$ cat config.mk
export PLATFORM = sky130hd
export DESIGN_NAME = hamming_scrubber_flat
export DESIGN_NICKNAME = d
export VERILOG_FILES = /design/src/rtl/hamming_scrubber_if.sv /design/src/rtl/hamming_scrubber.sv /design/src/flat_wrapper.sv
export SDC_FILE = /design/constraint.sdc
export NUM_CORES = 1
export LEC_CHECK = 0
export ABC_CLOCK_PERIOD_IN_PS = 2500
export CAP_MARGIN = 20
export CORE_ASPECT_RATIO = 0.9
export CORE_MARGIN = 10
export CORE_UTILIZATION = 30
export CTS_BUF_LIST = sky130_fd_sc_hd__clkbuf_4 sky130_fd_sc_hd__clkbuf_8 sky130_fd_sc_hd__clkbuf_16
export DETAILED_ROUTE_END_ITERATION = 10
export GPL_ROUTABILITY_DRIVEN = 0
export HOLD_SLACK_MARGIN = 0.08
export PLACE_DENSITY_LB_ADDON = 0.1
export SYNTH_ARGS = -nofsm -noshare
export SYNTH_HDL_FRONTEND = slang
export SYNTH_SLANG_ARGS = --single-unit
$ cat constraint.sdc
create_clock -name clk -period 2.5 [get_ports clk]
set_input_delay 0.25 -clock clk [delete_from_list [all_inputs] [get_ports clk]]
set_output_delay 0.25 -clock clk [all_outputs]
set_load 0.005 [all_outputs]
$ cat src/rtl/hamming_scrubber_if.sv
// rtl/hamming_scrubber_if.sv - scrubber-to-RAM port bundle
//
// Purpose: groups the single RAM port the scrubber drives.
//   mem_addr       word address (scrubber -> RAM)
//   mem_rd_enable  read strobe; data returns the following cycle
//   mem_wr_enable  write strobe; never high with mem_rd_enable
//   mem_wr_data    codeword to write
//   mem_rd_data    codeword read back (RAM -> scrubber)
// Modports: master = scrubber side, slave = RAM side.

interface hamming_scrubber_if #(
    parameter int addr_w = 4
);
    logic [addr_w-1:0] mem_addr;
    logic              mem_rd_enable;
    logic              mem_wr_enable;
    logic [11:0]       mem_wr_data;
    logic [11:0]       mem_rd_data;

    modport master (
        output mem_addr,
        output mem_rd_enable,
        output mem_wr_enable,
        output mem_wr_data,
        input  mem_rd_data
    );

    modport slave (
        input  mem_addr,
        input  mem_rd_enable,
        input  mem_wr_enable,
        input  mem_wr_data,
        output mem_rd_data
    );
endinterface

$ cat src/rtl/hamming_scrubber.sv
// rtl/hamming_scrubber.sv - background Hamming(12,8) RAM scrubber
//
// Purpose: sweeps RAM addresses 0..num_words-1, checks each codeword,
// writes single-bit corrections back in place and counts/flags errors.
// Ports:
//   clk, rst_n     clock, asynchronous active-low reset
//   scrub_en       keep sweeping while high; low stops after current word
//   cnt_clr        synchronous clear of both error counters
//   mem            RAM port (master side of hamming_scrubber_if)
//   busy           high whenever the FSM is not idle
//   sweep_done     one-cycle pulse after the last word of a sweep
//   err_flag       one-cycle pulse on a corrected or uncorrectable word
//   err_uncorr     qualifies err_flag: 1 = uncorrectable
//   err_addr       address of the most recent error
//   corr_count     saturating count of corrected words
//   uncorr_count   saturating count of uncorrectable words

module hamming_scrubber #(
    parameter int num_words = 4,
    parameter int addr_w    = 4
) (
    input  logic               clk,
    input  logic               rst_n,
    input  logic               scrub_en,
    input  logic               cnt_clr,
    hamming_scrubber_if.master mem,
    output logic               busy,
    output logic               sweep_done,
    output logic               err_flag,
    output logic               err_uncorr,
    output logic [addr_w-1:0]  err_addr,
    output logic [15:0]        corr_count,
    output logic [15:0]        uncorr_count
);

    typedef enum logic [1:0] {
        IDLE = 2'd0,
        RD   = 2'd1,
        CHK  = 2'd2,
        WR   = 2'd3
    } state_t;

    localparam logic [addr_w-1:0] last_addr = addr_w'(num_words - 1);

    // Bit i holds Hamming position i+1; mask k selects the positions whose
    // index has bit k set.
    localparam logic [11:0] syn_mask0 = 12'h555;
    localparam logic [11:0] syn_mask1 = 12'h666;
    localparam logic [11:0] syn_mask2 = 12'h878;
    localparam logic [11:0] syn_mask3 = 12'hF80;

    state_t            state_q;
    state_t            state_d;
    logic [addr_w-1:0] addr_q;
    logic [11:0]       wr_data_q;
    logic              sweep_done_q;
    logic              err_flag_q;
    logic              err_uncorr_q;
    logic [addr_w-1:0] err_addr_q;
    logic [15:0]       corr_q;
    logic [15:0]       uncorr_q;

    logic [3:0]        syndrome;
    logic              correctable;
    logic              uncorrectable;
    logic [11:0]       corrected;
    logic              word_end;
    logic              in_chk;

    // Syndrome of the word on mem_rd_data; only meaningful during CHK.
    always_comb begin
        syndrome[0] = ^(mem.mem_rd_data & syn_mask0);
        syndrome[1] = ^(mem.mem_rd_data & syn_mask1);
        syndrome[2] = ^(mem.mem_rd_data & syn_mask2);
        syndrome[3] = ^(mem.mem_rd_data & syn_mask3);
    end

    assign correctable   = (syndrome != 4'd0) && (syndrome <= 4'd12);
    assign uncorrectable = (syndrome >= 4'd13);
    assign corrected     = correctable ? (mem.mem_rd_data ^ (12'd1 << (syndrome - 4'd1)))
                                       : mem.mem_rd_data;
    assign in_chk        = (state_q == CHK);

    // A word finishes either in CHK when no write-back is needed, or in WR.
    assign word_end = (in_chk && !correctable) || (state_q == WR);

    // State register
    always_ff @(posedge clk or negedge rst_n) begin
        if (!rst_n) begin
            state_q <= IDLE;
        end else begin
            state_q <= state_d;
        end
    end

    // Next-state logic
    always_comb begin
        state_d = state_q;
        case (state_q)
            IDLE: state_d = scrub_en ? RD : IDLE;
            RD:   state_d = CHK;
            CHK: begin
                if (correctable) begin
                    state_d = WR;
                end else begin
                    state_d = scrub_en ? RD : IDLE;
                end
            end
            WR:   state_d = scrub_en ? RD : IDLE;
            default: state_d = IDLE;
        endcase
    end

    // Outputs: strobes decoded from the registered state, the rest straight
    // from registers, so nothing here can glitch.
    always_comb begin
        mem.mem_rd_enable = (state_q == RD);
        mem.mem_wr_enable = (state_q == WR);
        mem.mem_addr      = addr_q;
        mem.mem_wr_data   = wr_data_q;
        busy              = (state_q != IDLE);
        sweep_done        = sweep_done_q;
        err_flag          = err_flag_q;
        err_uncorr        = err_uncorr_q;
        err_addr          = err_addr_q;
        corr_count        = corr_q;
        uncorr_count      = uncorr_q;
    end

    // Address, write-back data and status registers
    always_ff @(posedge clk or negedge rst_n) begin
        if (!rst_n) begin
            addr_q       <= '0;
            wr_data_q    <= '0;
            sweep_done_q <= 1'b0;
            err_flag_q   <= 1'b0;
            err_uncorr_q <= 1'b0;
            err_addr_q   <= '0;
        end else begin
            sweep_done_q <= 1'b0;
            err_flag_q   <= 1'b0;
            err_uncorr_q <= 1'b0;

            if (word_end) begin
                if (addr_q == last_addr) begin
                    addr_q       <= '0;
                    sweep_done_q <= 1'b1;
                end else begin
                    addr_q <= addr_q + addr_w'(1);
                end
            end

            if (in_chk) begin
                if (correctable) begin
                    wr_data_q <= corrected;
                end
                if (syndrome != 4'd0) begin
                    err_flag_q   <= 1'b1;
                    err_uncorr_q <= uncorrectable;
                    err_addr_q   <= addr_q;
                end
            end
        end
    end

    // Saturating error counters; a same-cycle clear beats an increment.
    always_ff @(posedge clk or negedge rst_n) begin
        if (!rst_n) begin
            corr_q   <= '0;
            uncorr_q <= '0;
        end else if (cnt_clr) begin
            corr_q   <= '0;
            uncorr_q <= '0;
        end else begin
            if (in_chk && correctable && (corr_q != 16'hFFFF)) begin
                corr_q <= corr_q + 16'd1;
            end
            if (in_chk && uncorrectable && (uncorr_q != 16'hFFFF)) begin
                uncorr_q <= uncorr_q + 16'd1;
            end
        end
    end

endmodule

$ cat src/flat_wrapper.sv
// flat-port wrapper written by rule: the top's interface ports become plain ports
module hamming_scrubber_flat 
#(
    parameter int num_words = 4,
    parameter int addr_w    = 4
)
  (clk, rst_n, scrub_en, cnt_clr, busy, sweep_done, err_flag, err_uncorr, err_addr, corr_count, uncorr_count, mem_mem_addr, mem_mem_rd_enable, mem_mem_wr_enable, mem_mem_wr_data, mem_mem_rd_data);
  hamming_scrubber_if #(.addr_w(addr_w)) mem_i ();
  input  logic clk;
  input  logic rst_n;
  input  logic scrub_en;
  input  logic cnt_clr;
  output logic busy;
  output logic sweep_done;
  output logic err_flag;
  output logic err_uncorr;
  output logic [addr_w-1:0] err_addr;
  output logic [15:0] corr_count;
  output logic [15:0] uncorr_count;
  output wire logic [$bits(mem_i.mem_addr)-1:0] mem_mem_addr;
  output wire logic [$bits(mem_i.mem_rd_enable)-1:0] mem_mem_rd_enable;
  output wire logic [$bits(mem_i.mem_wr_enable)-1:0] mem_mem_wr_enable;
  output wire logic [$bits(mem_i.mem_wr_data)-1:0] mem_mem_wr_data;
  input wire logic [$bits(mem_i.mem_rd_data)-1:0] mem_mem_rd_data;
  assign mem_mem_addr = mem_i.mem_addr;
  assign mem_mem_rd_enable = mem_i.mem_rd_enable;
  assign mem_mem_wr_enable = mem_i.mem_wr_enable;
  assign mem_mem_wr_data = mem_i.mem_wr_data;
  assign mem_i.mem_rd_data = mem_mem_rd_data;
  hamming_scrubber #(.num_words(num_words), .addr_w(addr_w)) u_core (.clk(clk), .rst_n(rst_n), .scrub_en(scrub_en), .cnt_clr(cnt_clr), .mem(mem_i), .busy(busy), .sweep_done(sweep_done), .err_flag(err_flag), .err_uncorr(err_uncorr), .err_addr(err_addr), .corr_count(corr_count), .uncorr_count(uncorr_count));
endmodule
Word level (Yosys, flattened, before mapping)
Cells that the tools add are included.
{"block": "totals", "in_bits": 16, "register_bits": 57, "word_cells": 57, "out_inout_bits": 58}
{"block": "classes", "bitwise_logic": 1, "mux": 14, "add_sub_neg": 4, "shift": 1, "reduce_logical": 20, "n_eq_ne": 6, "n_lt_le_gt_ge": 2}
{"op": "2-to-1 mux 16 bit", "n": 4}
{"op": "XOR reduction 12 bit", "n": 4}
{"op": "adder 16 x 1 -> 16 bit, second input constant", "n": 2}
{"op": "inequality test 16 bit, second input constant", "n": 2}
{"op": "left shift 1 x 4 -> 12 bit, first input constant", "n": 1}
{"op": "XOR 12 bit", "n": 1}
{"op": "2-to-1 mux 1 bit", "n": 7}
{"op": "logical AND 1 bit", "n": 6}
{"op": "case mux 2 bit (3 select lines)", "n": 1}
{"op": "nonzero test 2 bit", "n": 3}
{"op": "adder 4 x 1 -> 4 bit, second input constant", "n": 1}
{"op": "equality test 2 bit, second input constant", "n": 2}
{"op": "equality test 4 x 2 -> 1 bit, second input constant", "n": 1}
{"op": "greater-or-equal comparator 4 bit, second input constant", "n": 1}
{"op": "<= comparator 4 bit, second input constant", "n": 1}
{"op": "2-to-1 mux 4 bit", "n": 1}
{"op": "AND reduction 2 bit", "n": 2}
{"op": "nonzero test 4 bit", "n": 1}
{"op": "subtractor 4 x 1 -> 4 bit, second input constant", "n": 1}
{"op": "equality test 2 x 1 -> 1 bit, second input constant", "n": 1}
{"op": "zero test 2 bit", "n": 1}
{"op": "2-to-1 mux 2 bit", "n": 1}
{"op": "OR reduction 2 bit", "n": 1}
{"op": "zero test 1 bit", "n": 1}
{"op": "logical OR 1 bit", "n": 1}

Logic depth before layout (Yosys ltp)
{"block": "logic_depth", "ltp_word": 7, "ltp_mapped": 9, "mapped_depth_nobuf": 8}

Least setup slack after synthesis
OpenSTA, ideal clock, no wires.
{"block": "synth_path", "path_kind": "input -> register", "start": "input port mem_mem_rd_data[6]", "end": "register u_core.corr_q[6], in the netlist u_core.corr_count[6]", "required_ns": 2.422, "path_stages": 8, "n_path_buf": 2, "slack_ns": 0.014, "t_arrival_ns": 2.409, "setup_ns": 0.078, "path_cell_list": "xnor2_2 -> xnor3_2 -> and4_4 -> buf_6 -> or4_1 -> buf_2 -> or4_1 -> a21oi_1"}
{"block": "synth_between", "elab_chain_cells": 6, "word_cells_on_any_way": 9, "cone_classes": "order compare (1); reduce/logical (8)"}
{"item": "start, declared", "line_no": "flat_wrapper.sv:24", "rtl": "input wire logic [$bits(mem_i.mem_rd_data)-1:0] mem_mem_rd_data;"}
{"item": "XOR reduction 12 bit (on tied branches)", "line_no": "hamming_scrubber.sv:72, hamming_scrubber.sv:73, hamming_scrubber.sv:74"}
{"item": "<= comparator 4 bit / nonzero test 4 bit (equally long branches)", "line_no": "hamming_scrubber.sv:78", "rtl": "assign correctable = (syndrome != 4'd0) && (syndrome <= 4'd12);"}
{"item": "logical AND 1 bit *", "line_no": "hamming_scrubber.sv:78"}
{"item": "logical AND 1 bit * (2 in a row)", "line_no": "hamming_scrubber.sv:175", "rtl": "if (in_chk && correctable && (corr_q != 16'hFFFF)) begin"}
{"item": "nonzero test 2 bit (no source line) *"}
{"item": "end signal, assigned", "line_no": "hamming_scrubber.sv:176", "rtl": "corr_q <= corr_q + 16'd1;"}
{"item": "end, declared", "line_no": "hamming_scrubber.sv:60", "rtl": "logic [15:0] corr_q;"}
Mark *: on every way between the ends. The rest lies on a longest branch, timed or not.
A chain may end at the register's enable or synchronous reset.

Worst setup path after layout
{"block": "layout_path", "start": "input port mem_mem_rd_data[10]", "end": "register u_core.corr_q[6], in the netlist u_core.corr_count[6]"}
{"block": "layout_between", "elab_chain_cells": 6, "word_cells_on_any_way": 9, "cone_classes": "order compare (1); reduce/logical (8)"}
{"item": "XOR reduction 12 bit (on tied branches)", "line_no": "hamming_scrubber.sv:72, hamming_scrubber.sv:73, hamming_scrubber.sv:75"}
{"item": "<= comparator 4 bit / nonzero test 4 bit (equally long branches)", "line_no": "hamming_scrubber.sv:78"}
{"item": "logical AND 1 bit *", "line_no": "hamming_scrubber.sv:78"}
{"item": "logical AND 1 bit * (2 in a row)", "line_no": "hamming_scrubber.sv:175"}
{"item": "nonzero test 2 bit (no source line) *"}
Marked as above.

==> metrics.md <==
| Metric | Value |
|---|---|
| WL final | `8120 um` |
| Top cells by area, synth | `dfrtp_1 46%, xnor2_1 5.9%, xor2_1 5.4%` |
| CTS sink cnt | `57` |
| Setup violations, final | `0` |
| # IOs | `74` |
| Worst VDD drop | `0.387 mV` |
| Cell row count | `35` |
| Num CTS Buffers | `9` |
| R2r setup slk | `0.27 ns` |
| Hold crit path type | `in2reg` |
| WL met1 | `3780 um` |
| CTS tree | `done` |
| CP Buf/Inv Count | `3` |
| Layout cells sized above 1 | `21.0%` |
| Final Core Density | `46.0%` |
| Crit path from | `mem_mem_rd_data[10]` |
| Worst path required time | `2.74 ns` |
| Crit end category | `flip-flop` |
| Worst-case clock buffer depth | `2` |
| Post-DP HPWL | `5950 um` |
| Number of global-route vias before repair | `2765` |
| Initial antenna violation count | `0` |
| Initial DRC Count | `153` |
| Number of diodes | `0` |
| Design area | `4670 um2` |
| Period utilization | `95.8%` |
| Outcome | `finished clean` |
| Slew at the pin with the worst max-slew slack | `0.729 ns` |
| Top delay family on crit path | `simple AND/OR/NAND/NOR gates` |
| Post-route ant nets | `0` |
| Fillers | `1010` |
| RSZ-0062 raised after global routing | `false` |
| Storage cell area | `1430 um2` |
| Synth Flop Type | `dfrtp_1` |
| Ys async rst share | `100%` |
| Avg WL per Cell | `14.6 um` |
| Yosys top cell area share | `46.1%` |
| DR vias | `2589` |
| CTS Root Buffer Type | `clkbuf_16` |
| Worst slew margin | `51.4%` |
| FF+latch count, synth | `57` |
| Remaining DRCs | `0` |
| Clk_skew | `0.0102 ns` |
| Synth cell types | `42` |
| Layout area overhead | `50.8%` |
| Non-filler instance count after layout | `558` |
| Starting density of the core | `30.5%` |
| Maximum clock frequency | `418 MHz` |
| Die Width | `127 um` |
| Multi-input logic area | `1660 um2` |
| Critical path type | `in2reg` |
| Crit-path max FO | `8` |
| Number of synthesized flops with an enable pin | `0` |
| Max layer used | `met4` |
| Critical Path Source Type | `input port` |
| Layout net count | `448` |
| Post-synth design cell area | `3100 um2` |
| Clock Latency Late Sink | `0.32 ns` |
| WP data arrival | `2.64 ns` |
| Met3 WL | `555 um` |
| Yosys top cell by area | `dfrtp_1` |
| H-tree Lvls | `3` |
| Max_cap viols | `0` |
| R2r worst-path depth | `9` |
| Die height | `116 um` |
| DRT Pass-1 Iters | `4` |
| PortBufs | `73` |
| Max stage delay cell, worst path | `or4_4` |
| Hold WS | `0.433 ns` |
| Lkg Pwr | `0.00206 uW` |
| Most frequent cell after synthesis | `dfrtp_1` |
| Clock slew at reported path FFs | `0.05 ns` |
| Total grt overflow | `0` |
| Met2 WL | `3730 um` |
| Largest net degree at the start of global routing | `30` |
| Final slew viol count | `0` |
| Syn nets | `329` |
| Delay of the slowest critical-path stage | `0.50 ns` |
| Final hold violation count | `0` |
| R2R Path End | `u_core.corr_count[11]` |
| Reg2reg start | `u_core.corr_count[0]` |
| Yosys warnings | `0` |
| Area post-placement | `4230 um2` |
| Crit-path cells | `clkdlybuf4s15_1 -> xnor2_1 -> buf_4 -> xor3_2 -> and4_4 -> or4_4 -> buf_6 -> or4_1 -> a21oi_2` |
| Post-synth top cells | `57 x dfrtp_1, 39 x nor2_1, 27 x nand2_1, 21 x xnor2_1, 19 x xor2_1` |
| Post-synthesis sequential area ratio | `46.1%` |
| First-pass GRT wire length | `13700 um` |
| Critical path depth | `9` |
| Min Tclk post-route | `2.40 ns` |
| Pwr/cell area | `880 nW/um2` |
| Worst Setup EP | `u_core.corr_count[6]` |
| Post-Synthesis Cells | `306` |
| Core region area | `10200 um2` |
| Die area | `14800 um2` |
| Tot GR Track Use | `11.3%` |
| Mean Syn Cell Area | `10.1 um2` |
| Dpl cells | `536` |
| Post-DR vias/cell | `4.64` |
## state kept, by name (all words and copies together) (netlist names)
signal / flops
u_core.corr_count: 16
u_core.uncorr_count: 16
u_core.mem.mem_wr_data: 12
u_core.err_addr: 4
u_core.mem.mem_addr: 4
u_core.state_q: 2
u_core.err_flag: 1
u_core.err_uncorr: 1
u_core.sweep_done: 1
## per-layer routing
layer,GRT usage (%),vias up
met5,0,-
met2,17.5,58
met3,4.85,4
met4,3.11,0
li1,-,1294
met1,14.2,1233
## what timing repair did
action	in CTS	in global routing
resized for setup	16	10
buffers inserted	4	0
setup endpoints to repair	30	22
pin swaps	8	6
endpoints found under the hold margin	28	0
hold buffers	1	0
cloned	2	0
## worst min-delay path by stage
| stage | to | cells past startpoint | from |
|---|---|---|---|
| global placement | u_core.uncorr_count[0] | 1 | rst_n |
| global route | u_core.mem.mem_wr_data[11] | 4 | mem_mem_rd_data[11] |
| detailed placement | u_core.uncorr_count[0] | 1 | rst_n |
| finish | u_core.mem.mem_wr_data[11] | 4 | mem_mem_rd_data[11] |
| CTS | u_core.mem.mem_wr_data[7] | 4 | mem_mem_rd_data[7] |
| floorplan | u_core.corr_count[0] | 0 | rst_n |
## logic make-up (layout without fill, tap and decap cells)
| family | count (synthesis) | count (layout) | share of synthesized area [%] |
|---|---|---|---|
| adders and majority gates | 7 | 7 | 2.83 |
| buffers and inverters | 19 | 142 | 2.67 |
| muxes | 16 | 16 | 5.74 |
| DFF | 57 | 57 | 46.1 |
| xor gates and xnor gates | 47 | 47 | 16.2 |
| AOI/OAI and AO/OA | 35 | 35 | 6.95 |
| and+or+nand+nor | 125 | 125 | 19.6 |
## report_power, final
part / internal, uW / switching (uW) / total (uW)
Clock: 861 / 417 / 1280
Sequential: 1130 / 147 / 1280
Combinational: 906 / 647 / 1550
## per-stage QoR
step | setup TNS (ns) | total power (uW) | setup slack, ns
floorplan | 0 | 1980 | 0.0135
global placement | -16.75 | 2790 | -0.492
detailed placement | -17.69 | 2800 | -0.509
CTS | 0 | 4200 | 0.000281
global route | 0 | 4400 | 0.00961
finish | 0 | 4110 | 0.105
## worst reg2reg max path: cells and delay by family (launching register included)
kind / cells / cell delay, ns
adder cells (fa/ha/maj): 1 / 0.22
AND/OR/NAND/NOR: 4 / 0.65
buffers and inverters: 2 / 0.27
multiplexers: 1 / 0.33
flip-flops: 1 / 0.41
AO/OA/AOI/OAI: 1 / 0.23
## area by class of cell
| class | instances | area share [%] |
|---|---|---|
| multi-input cells | 230 | 35.5 |
| flip-flops and latches | 57 | 30.5 |
| repair buffers | 118 | 23.1 |
| clock buffers | 9 | 4.82 |
| well taps | 129 | 3.46 |
| clock inverters | 6 | 1.79 |
| inverters | 9 | 0.723 |
## layout by cell type (no fill, tap or decap), types with 10 or more instances in the layout
cell type	count
dfrtp_1	57
mux2_2	14
nand3_1	16
xnor2_1	18
clkdlybuf4s50_1	62
o21ai_0	16
nand4_1	10
nand2_1	27
buf_4	39
nor2_1	39
xor2_1	17
Power figures use the tool's default switching activity.
